===== src/rtl/tetris_cmd_scheduler.sv =====
`default_nettype none
// ============================================================================
// Module      : tetris_cmd_scheduler
// Description : Gravity timer plus one-deep request queue per source. Drop
//               requests have absolute priority; rotate/left/right/hold are
//               served round-robin. One command at a time is offered to the
//               game control logic over a valid/ready handshake.
// Revision    : 1.0 - initial release
// ============================================================================
module tetris_cmd_scheduler #(
    parameter int unsigned DROP_BASE = 25000000,
    parameter int unsigned DROP_STEP = 2000000,
    parameter int unsigned DROP_MIN  = 2500000,
    parameter int unsigned CNT_W     = 25
) (
    input  logic       clk,
    input  logic       rst,
    input  logic       run_en,
    input  logic [3:0] level,
    input  logic       move_right,
    input  logic       move_left,
    input  logic       rotate_r,
    input  logic       change,
    output logic       cmd_valid,
    output logic [2:0] cmd_code,
    input  logic       cmd_ready,
    output logic       overrun
);

    // Interval arithmetic is done 4 bits wider than the counter so the
    // level product never wraps before the clamp comparison.
    localparam int unsigned          c_wide_w    = CNT_W + 4;
    localparam logic [c_wide_w-1:0]  c_base      = c_wide_w'(DROP_BASE);
    localparam logic [c_wide_w-1:0]  c_step      = c_wide_w'(DROP_STEP);
    localparam logic [c_wide_w-1:0]  c_min       = c_wide_w'(DROP_MIN);
    localparam logic [c_wide_w-1:0]  c_slack     = c_wide_w'(DROP_BASE - DROP_MIN);
    localparam logic [2:0]           c_code_none = 3'd0;
    localparam logic [2:0]           c_code_drop = 3'd1;

    typedef enum logic [0:0] {
        ST_IDLE  = 1'b0,
        ST_ISSUE = 1'b1
    } state_t;

    // Pending vector layout: [0] drop, [1] rotate, [2] left, [3] right, [4] hold
    logic [4:0]          r_pend;
    logic [4:0]          w_req;
    logic [4:0]          w_clr;
    logic [CNT_W-1:0]    r_cnt;
    logic [c_wide_w-1:0] w_prod;
    logic [c_wide_w-1:0] w_interval;
    logic [c_wide_w-1:0] w_cnt_wide;
    logic                w_tick;
    logic                r_overrun;
    logic                w_overrun_nxt;
    state_t              r_state;
    state_t              w_state_nxt;
    logic [2:0]          r_code;
    logic [2:0]          w_code_nxt;
    logic [1:0]          r_rr;
    logic [1:0]          w_rr_nxt;
    logic [1:0]          w_idx;
    logic [1:0]          w_win;
    logic                w_win_vld;

    // Gravity interval from the current level, clamped at the floor
    always_comb begin
        w_prod     = c_wide_w'(level) * c_step;
        w_interval = (w_prod > c_slack) ? c_min : (c_base - w_prod);
    end

    assign w_cnt_wide = c_wide_w'(r_cnt);
    // ">=" rather than "==" so a shortened interval fires on the next edge
    assign w_tick     = run_en & (w_cnt_wide >= (w_interval - c_wide_w'(1)));
    assign w_req      = {change, move_right, move_left, rotate_r, w_tick};

    // Gravity counter: free-runs while in game, reloads on each tick
    always_ff @(posedge clk or posedge rst) begin
        if (rst) begin
            r_cnt <= '0;
        end else if (!run_en || w_tick) begin
            r_cnt <= '0;
        end else begin
            r_cnt <= r_cnt + CNT_W'(1);
        end
    end

    // Round-robin search over the four key sources starting at r_rr;
    // iterating downwards lets the closest pending source win.
    always_comb begin
        w_win     = r_rr;
        w_win_vld = 1'b0;
        w_idx     = r_rr;
        for (int k = 3; k >= 0; k--) begin
            w_idx = r_rr + 2'(k);
            if (r_pend[3'(w_idx) + 3'd1]) begin
                w_win     = w_idx;
                w_win_vld = 1'b1;
            end
        end
    end

    // Next-state, command latch, grant-clear and pointer update
    always_comb begin
        w_state_nxt = r_state;
        w_code_nxt  = r_code;
        w_rr_nxt    = r_rr;
        w_clr       = '0;
        case (r_state)
            ST_IDLE: begin
                if (r_pend[0]) begin
                    w_code_nxt  = c_code_drop;
                    w_clr[0]    = 1'b1;
                    w_state_nxt = ST_ISSUE;
                end else if (w_win_vld) begin
                    w_code_nxt                 = 3'(w_win) + 3'd2;
                    w_clr[3'(w_win) + 3'd1]    = 1'b1;
                    w_rr_nxt                   = w_win + 2'd1;
                    w_state_nxt                = ST_ISSUE;
                end
            end
            ST_ISSUE: begin
                if (cmd_ready) begin
                    w_state_nxt = ST_IDLE;
                    w_code_nxt  = c_code_none;
                end
            end
            default: begin
                w_state_nxt = ST_IDLE;
                w_code_nxt  = c_code_none;
            end
        endcase
        // Leaving the game abandons any offered command; rr survives
        if (!run_en) begin
            w_state_nxt = ST_IDLE;
            w_code_nxt  = c_code_none;
            w_rr_nxt    = r_rr;
            w_clr       = '0;
        end
    end

    // FSM state, latched command and round-robin pointer
    always_ff @(posedge clk or posedge rst) begin
        if (rst) begin
            r_state <= ST_IDLE;
            r_code  <= c_code_none;
            r_rr    <= 2'd0;
        end else begin
            r_state <= w_state_nxt;
            r_code  <= w_code_nxt;
            r_rr    <= w_rr_nxt;
        end
    end

    // A new request wins over a same-cycle grant clear, so only a hit on a
    // bit that stays pending counts as an overrun.
    assign w_overrun_nxt = run_en & (|(w_req & r_pend & ~w_clr));

    // Pending bits and the registered overrun pulse
    always_ff @(posedge clk or posedge rst) begin
        if (rst) begin
            r_pend    <= '0;
            r_overrun <= 1'b0;
        end else if (!run_en) begin
            r_pend    <= '0;
            r_overrun <= 1'b0;
        end else begin
            r_pend    <= w_req | (r_pend & ~w_clr);
            r_overrun <= w_overrun_nxt;
        end
    end

    assign cmd_valid = (r_state == ST_ISSUE);
    assign cmd_code  = r_code;
    assign overrun   = r_overrun;

endmodule
`default_nettype wire

===== config.mk =====
export PLATFORM = sky130hd
export DESIGN_NAME = tetris_cmd_scheduler
export DESIGN_NICKNAME = d
export VERILOG_FILES = /design/src/rtl/tetris_cmd_scheduler.sv
export SDC_FILE = /design/constraint.sdc
export NUM_CORES = 1
export LEC_CHECK = 0
export CORE_ASPECT_RATIO = 1.5
export CORE_MARGIN = 4
export CORE_UTILIZATION = 50
export DETAILED_ROUTE_END_ITERATION = 7
export HOLD_SLACK_MARGIN = 0.1
export PLACE_DENSITY = 0.77
export RECOVER_POWER = 100
export SLEW_MARGIN = 10
export SYNTH_ARGS = -nofsm -noshare
export SYNTH_HDL_FRONTEND = slang
export SYNTH_SLANG_ARGS = --single-unit

===== constraint.sdc =====
create_clock -name clk -period 6.1 [get_ports clk]
set_input_delay 0.915 -clock clk [delete_from_list [all_inputs] [get_ports clk]]
set_output_delay 0.915 -clock clk [all_outputs]
set_load 0.1 [all_outputs]

==> impl_summary.log <==
INFO  metric per_instance_average_area_after_synthesis = 8.749 sq um
INFO  metric synth.lib_cells_used.distinct = 62
INFO  metric insertion_delay = 0.29 ns
INFO  metric worst_setup_hold_path_clk_slew = 0.08 ns
INFO  metric drive_above_1_share = a little over an eighth
INFO  metric grt_usage = 19.59%
INFO  metric cp_launch_point = level[3]
INFO  metric io_buffer_count = 16
INFO  metric static-leakage-power = between 0.0015 and 0.002 uW
INFO  metric dieArea = 8487 sq um
INFO  metric number_of_global_route_vias_before_repair = ~3.1k
INFO  metric fin_worst_hold_slack = slightly above 0.5 ns
INFO  metric cts_tree = done
INFO  metric num_io_pins = 17
INFO  metric timing.hold.worst_endpoint = r_cnt[0]$_DFF_PP0_
INFO  metric worstMarginPinSlew = 1.928 ns
INFO  metric fillers = 605
INFO  metric synth_edf_count = 0
INFO  metric worstSetupStartpointType = input pin
INFO  metric slew_viol_final = 38
INFO  metric worstPathRequired = 6.27 ns
INFO  metric skew = 0.007129 ns
INFO  metric drt_drc_violations_left = 0
INFO  metric postCtsHoldBufs = 0
INFO  metric drtAntennaViolNets = 0
INFO  metric die_h = 110.9 microns
INFO  metric nNetsFinal = 516
INFO  metric core = 6852 sq um
INFO  metric flip_flop_and_latch_count_after_synthesis = 37
INFO  metric grt_first_pass_wirelength = 13.79 mm
INFO  metric power = between 1000 and 1500 uW
INFO  metric routed_wirelength = a little over 8 mm
INFO  metric synth_fp_nets = roughly 470
INFO  metric detail_route.iter0.violations = 98
INFO  metric cell_accounting_for_the_most_synthesized_area = sky130_fd_sc_hd__dfrtp_1
INFO  metric result_of_the_run = complete, but fails checks
INFO  metric endpoint_class_of_the_critical_path = flop
INFO  metric multi_input_comb_area = 2486 sq um
INFO  metric timing_worst_setup_path_type = input pin to flop
INFO  metric ff2ff_path_depth = 12
INFO  metric row_count = 37
INFO  metric route.vias.total = 3029
INFO  metric synth_flop_cell = sky130_fd_sc_hd__dfrtp_1
INFO  metric hold_viol_final = 0
INFO  metric drtPass1Iterations = 5
INFO  metric finish.utilization = 60.46%
INFO  metric violated_checks = max-capacitance violations, max-slew violations
INFO  metric start_util = 51.46%
INFO  metric synthesis.instances = 403
INFO  metric cts_sinks = 37
INFO  metric ys.warnings.count = 0
INFO  metric finalSetupViolations = 0
INFO  metric ys_async_sr_fraction = 100.0%
INFO  metric min_path_cells = 1
INFO  metric maxClockFrequency = 171.5 MHz
INFO  metric avgRoutedWirePerCell = 15.24 microns
INFO  metric area_growth_from_synthesis_to_final_layout = 17.49%
INFO  metric synthDominantCellAreaShare = a little over a quarter
INFO  metric worstReg2RegEnd = overrun$_DFF_PP0_
INFO  metric numPlacedInstances = ~520
INFO  metric post_synthesis_instance_area = 3526 sq um
INFO  metric antenna_found_initial = 0
INFO  metric cellPowerDensity = 353.8 nW/um^2
INFO  metric worst_hold_startpoint = r_cnt[0]$_DFF_PP0_
INFO  metric post-route-min-period = 5.830 ns
INFO  metric ys_top_cells_by_count = 52 x sky130_fd_sc_hd__nor2_1, 48 x sky130_fd_sc_hd__ha_1, 37 x sky130_fd_sc_hd__dfrtp_1
INFO  metric arrival = 6.00 ns
INFO  metric n_antenna_cell = 0
INFO  metric final_cell_count_no_fill = 530
INFO  metric ctsRootBufferMaster = sky130_fd_sc_hd__clkbuf_8
INFO  metric cts-buffers-inserted = 5
INFO  metric die-width = 76.57 microns
INFO  metric cts-htree-levels = 2
INFO  metric globalRouteOverflowTotal = 0
INFO  metric max_slew_headroom = -28.53%
INFO  metric post_synthesis_sequential_area_ratio = 26.26%
INFO  metric gp_routability_congestion = 0.9034
INFO  metric cap_viol_max_count = 1
INFO  metric min-delay-path-class = flop to flop
INFO  metric grt_start_max_net_pins = 38
INFO  metric dp_hpwl = 6.220 mm
INFO  metric ff2ff_setup_slack = 2.39 ns
INFO  metric viasPerCell = 5.715
INFO  metric vdd.ir_drop.worst = around 370 uV
INFO  metric yosys.cell_count.top_type = sky130_fd_sc_hd__nor2_1
INFO  metric ctsLongestPathBuffers = 2
INFO  metric layout_worst_path_cycle_share = 95.57%
INFO  metric seq_area = 925.9 sq um
INFO  metric timing.critical_path.fanout_max = 23
INFO  metric critical_path.reg2reg.startpoint = r_rr[0]$_DFFE_PP0P_
INFO  metric synth.area.top_cells = sky130_fd_sc_hd__dfrtp_1 26%, sky130_fd_sc_hd__ha_1 17%, sky130_fd_sc_hd__xnor2_1 6.7%, sky130_fd_sc_hd__nor2_1 5.5%, sky130_fd_sc_hd__nand2_1 3.7%
==> worst max-delay path, cell delays in order <==
cell	delay [ns]
sky130_fd_sc_hd__clkdlybuf4s50_1	0.44
sky130_fd_sc_hd__fa_1	0.52
sky130_fd_sc_hd__inv_1	0.06
sky130_fd_sc_hd__fa_1	0.50
sky130_fd_sc_hd__inv_1	0.04
sky130_fd_sc_hd__ha_1	0.28
sky130_fd_sc_hd__buf_4	0.13
sky130_fd_sc_hd__a21oi_2	0.07
sky130_fd_sc_hd__or3_1	0.36
sky130_fd_sc_hd__nand3_2	0.11
sky130_fd_sc_hd__a211oi_1	0.06
sky130_fd_sc_hd__buf_4	0.16
sky130_fd_sc_hd__nor4_4	0.35
sky130_fd_sc_hd__buf_4	0.18
sky130_fd_sc_hd__nand2b_1	0.11
sky130_fd_sc_hd__ha_1	0.14
sky130_fd_sc_hd__nand4_1	0.14
sky130_fd_sc_hd__or4b_1	0.53
sky130_fd_sc_hd__o31a_1	0.24
sky130_fd_sc_hd__o21ai_0	0.20
sky130_fd_sc_hd__a21oi_2	0.06
sky130_fd_sc_hd__nand2_1	0.14
sky130_fd_sc_hd__buf_12	0.18
sky130_fd_sc_hd__nor2_1	0.07
==> worst max-delay path by stage <==
stage | cells after the start | end | slack (ns)
floorplan | 22 | r_cnt[13]$_DFF_PP0_ | 0.52
global placement | 24 | overrun$_DFF_PP0_ | -0.24
detailed placement | 24 | overrun$_DFF_PP0_ | -0.30
CTS | 23 | overrun$_DFF_PP0_ | 0.0003
global route | 24 | r_cnt[17]$_DFF_PP0_ | -0.008
finish | 24 | r_cnt[18]$_DFF_PP0_ | 0.27
==> where the power goes <==
part	switching (uW)	internal, uW	leakage (uW)	total, uW
combinational	564	376	0.00138	940
sequential	37.2	270	0.000500	307
clock	85.9	133	0.0000585	219
==> state kept, by name, summed over array words and instances, names as in the netlist <==
signal     count
cmd_code       3
cmd_valid      1
r_cnt         25
r_rr           2
r_pend         5
overrun        1
==> routing by layer <==
metal / vias to the layer above / track usage [%] / wire length (microns) / part of all wire [%]
li1: 1493 / - / - / -
met1: 1450 / 19.65 / 3018 / 37
met2: 61 / 38.46 / 4507 / 56
met3: 25 / 2.439 / 223 / 2.8
met5: - / 0 / 0 / 0
met4: 0 / 9.915 / 328 / 4.1
==> layout make-up <==
cell class | count | area share [%]
Clock buffer | 7 | 2.084
Clock inverter | 1 | 0.7249
Inverter | 27 | 2.446
Multi-Input combinational cell | 332 | 60.01
Sequential cell | 37 | 22.35
Tap cell | 78 | 2.356
Timing Repair Buffer | 48 | 10.03
==> cells in the final DEF, fill, tap and decap left out, drive strengths merged, types with 2 or more instances in the layout <==
master	Yosys	routed
nor2b	6	6
and4	4	4
o21ai	19	19
or2	2	2
and2	2	2
o22ai	2	2
clkdlybuf4s50	0	8
clkbuf	2	9
a31oi	2	2
a22o	3	3
nand3	13	13
buf	5	30
xor2	15	15
o31a	2	2
mux2i	7	7
a21oi	16	16
dlygate4sd3	0	6
dfrtp	37	37
ha	48	48
nor3b	3	3
a21o	3	3
inv	27	27
a211o	2	2
nor2	52	52
nand4	7	7
nor3	6	6
nand3b	2	2
o21a	5	5
and3	6	6
a21boi	5	5
a221oi	2	2
nand2	36	36
or3b	3	3
xnor2	27	27
dlymetal6s2s	0	2
a41oi	2	2
nand2b	10	10
fa	5	5
==> through the flow <==
stage / area, sq um / setup slack, ns / setup TNS [ns]
final: 4143 / 0.2704 / 0
after global routing: 4143 / -0.007989 / -0.007989
after CTS: 4090 / 0.0002940 / 0
after detailed placement: 3969 / -0.3041 / -5.630
after global placement: 3969 / -0.2432 / -3.245
after floorplan: 3526 / 0.5204 / 0
==> kinds of logic (layout without fill, tap and decap cells) <==
family	after synthesis	after routing	synth area share (%)
and+or+nand+nor	157	157	22.68
AOI/OAI and AO/OA	73	73	14.62
adders and majority gates	53	53	19.87
xor gates and xnor gates	42	42	10.43
DFF	37	37	26.26
buffers and inverters	34	83	4.152
muxes	7	7	1.987
==> timing repair <==
action                     CTS  global route
pin swaps                    1             5
setup endpoints to repair    1            27
buffers inserted             0             3
gates resized for setup      2            12
(Power assumes the default switching activity.)
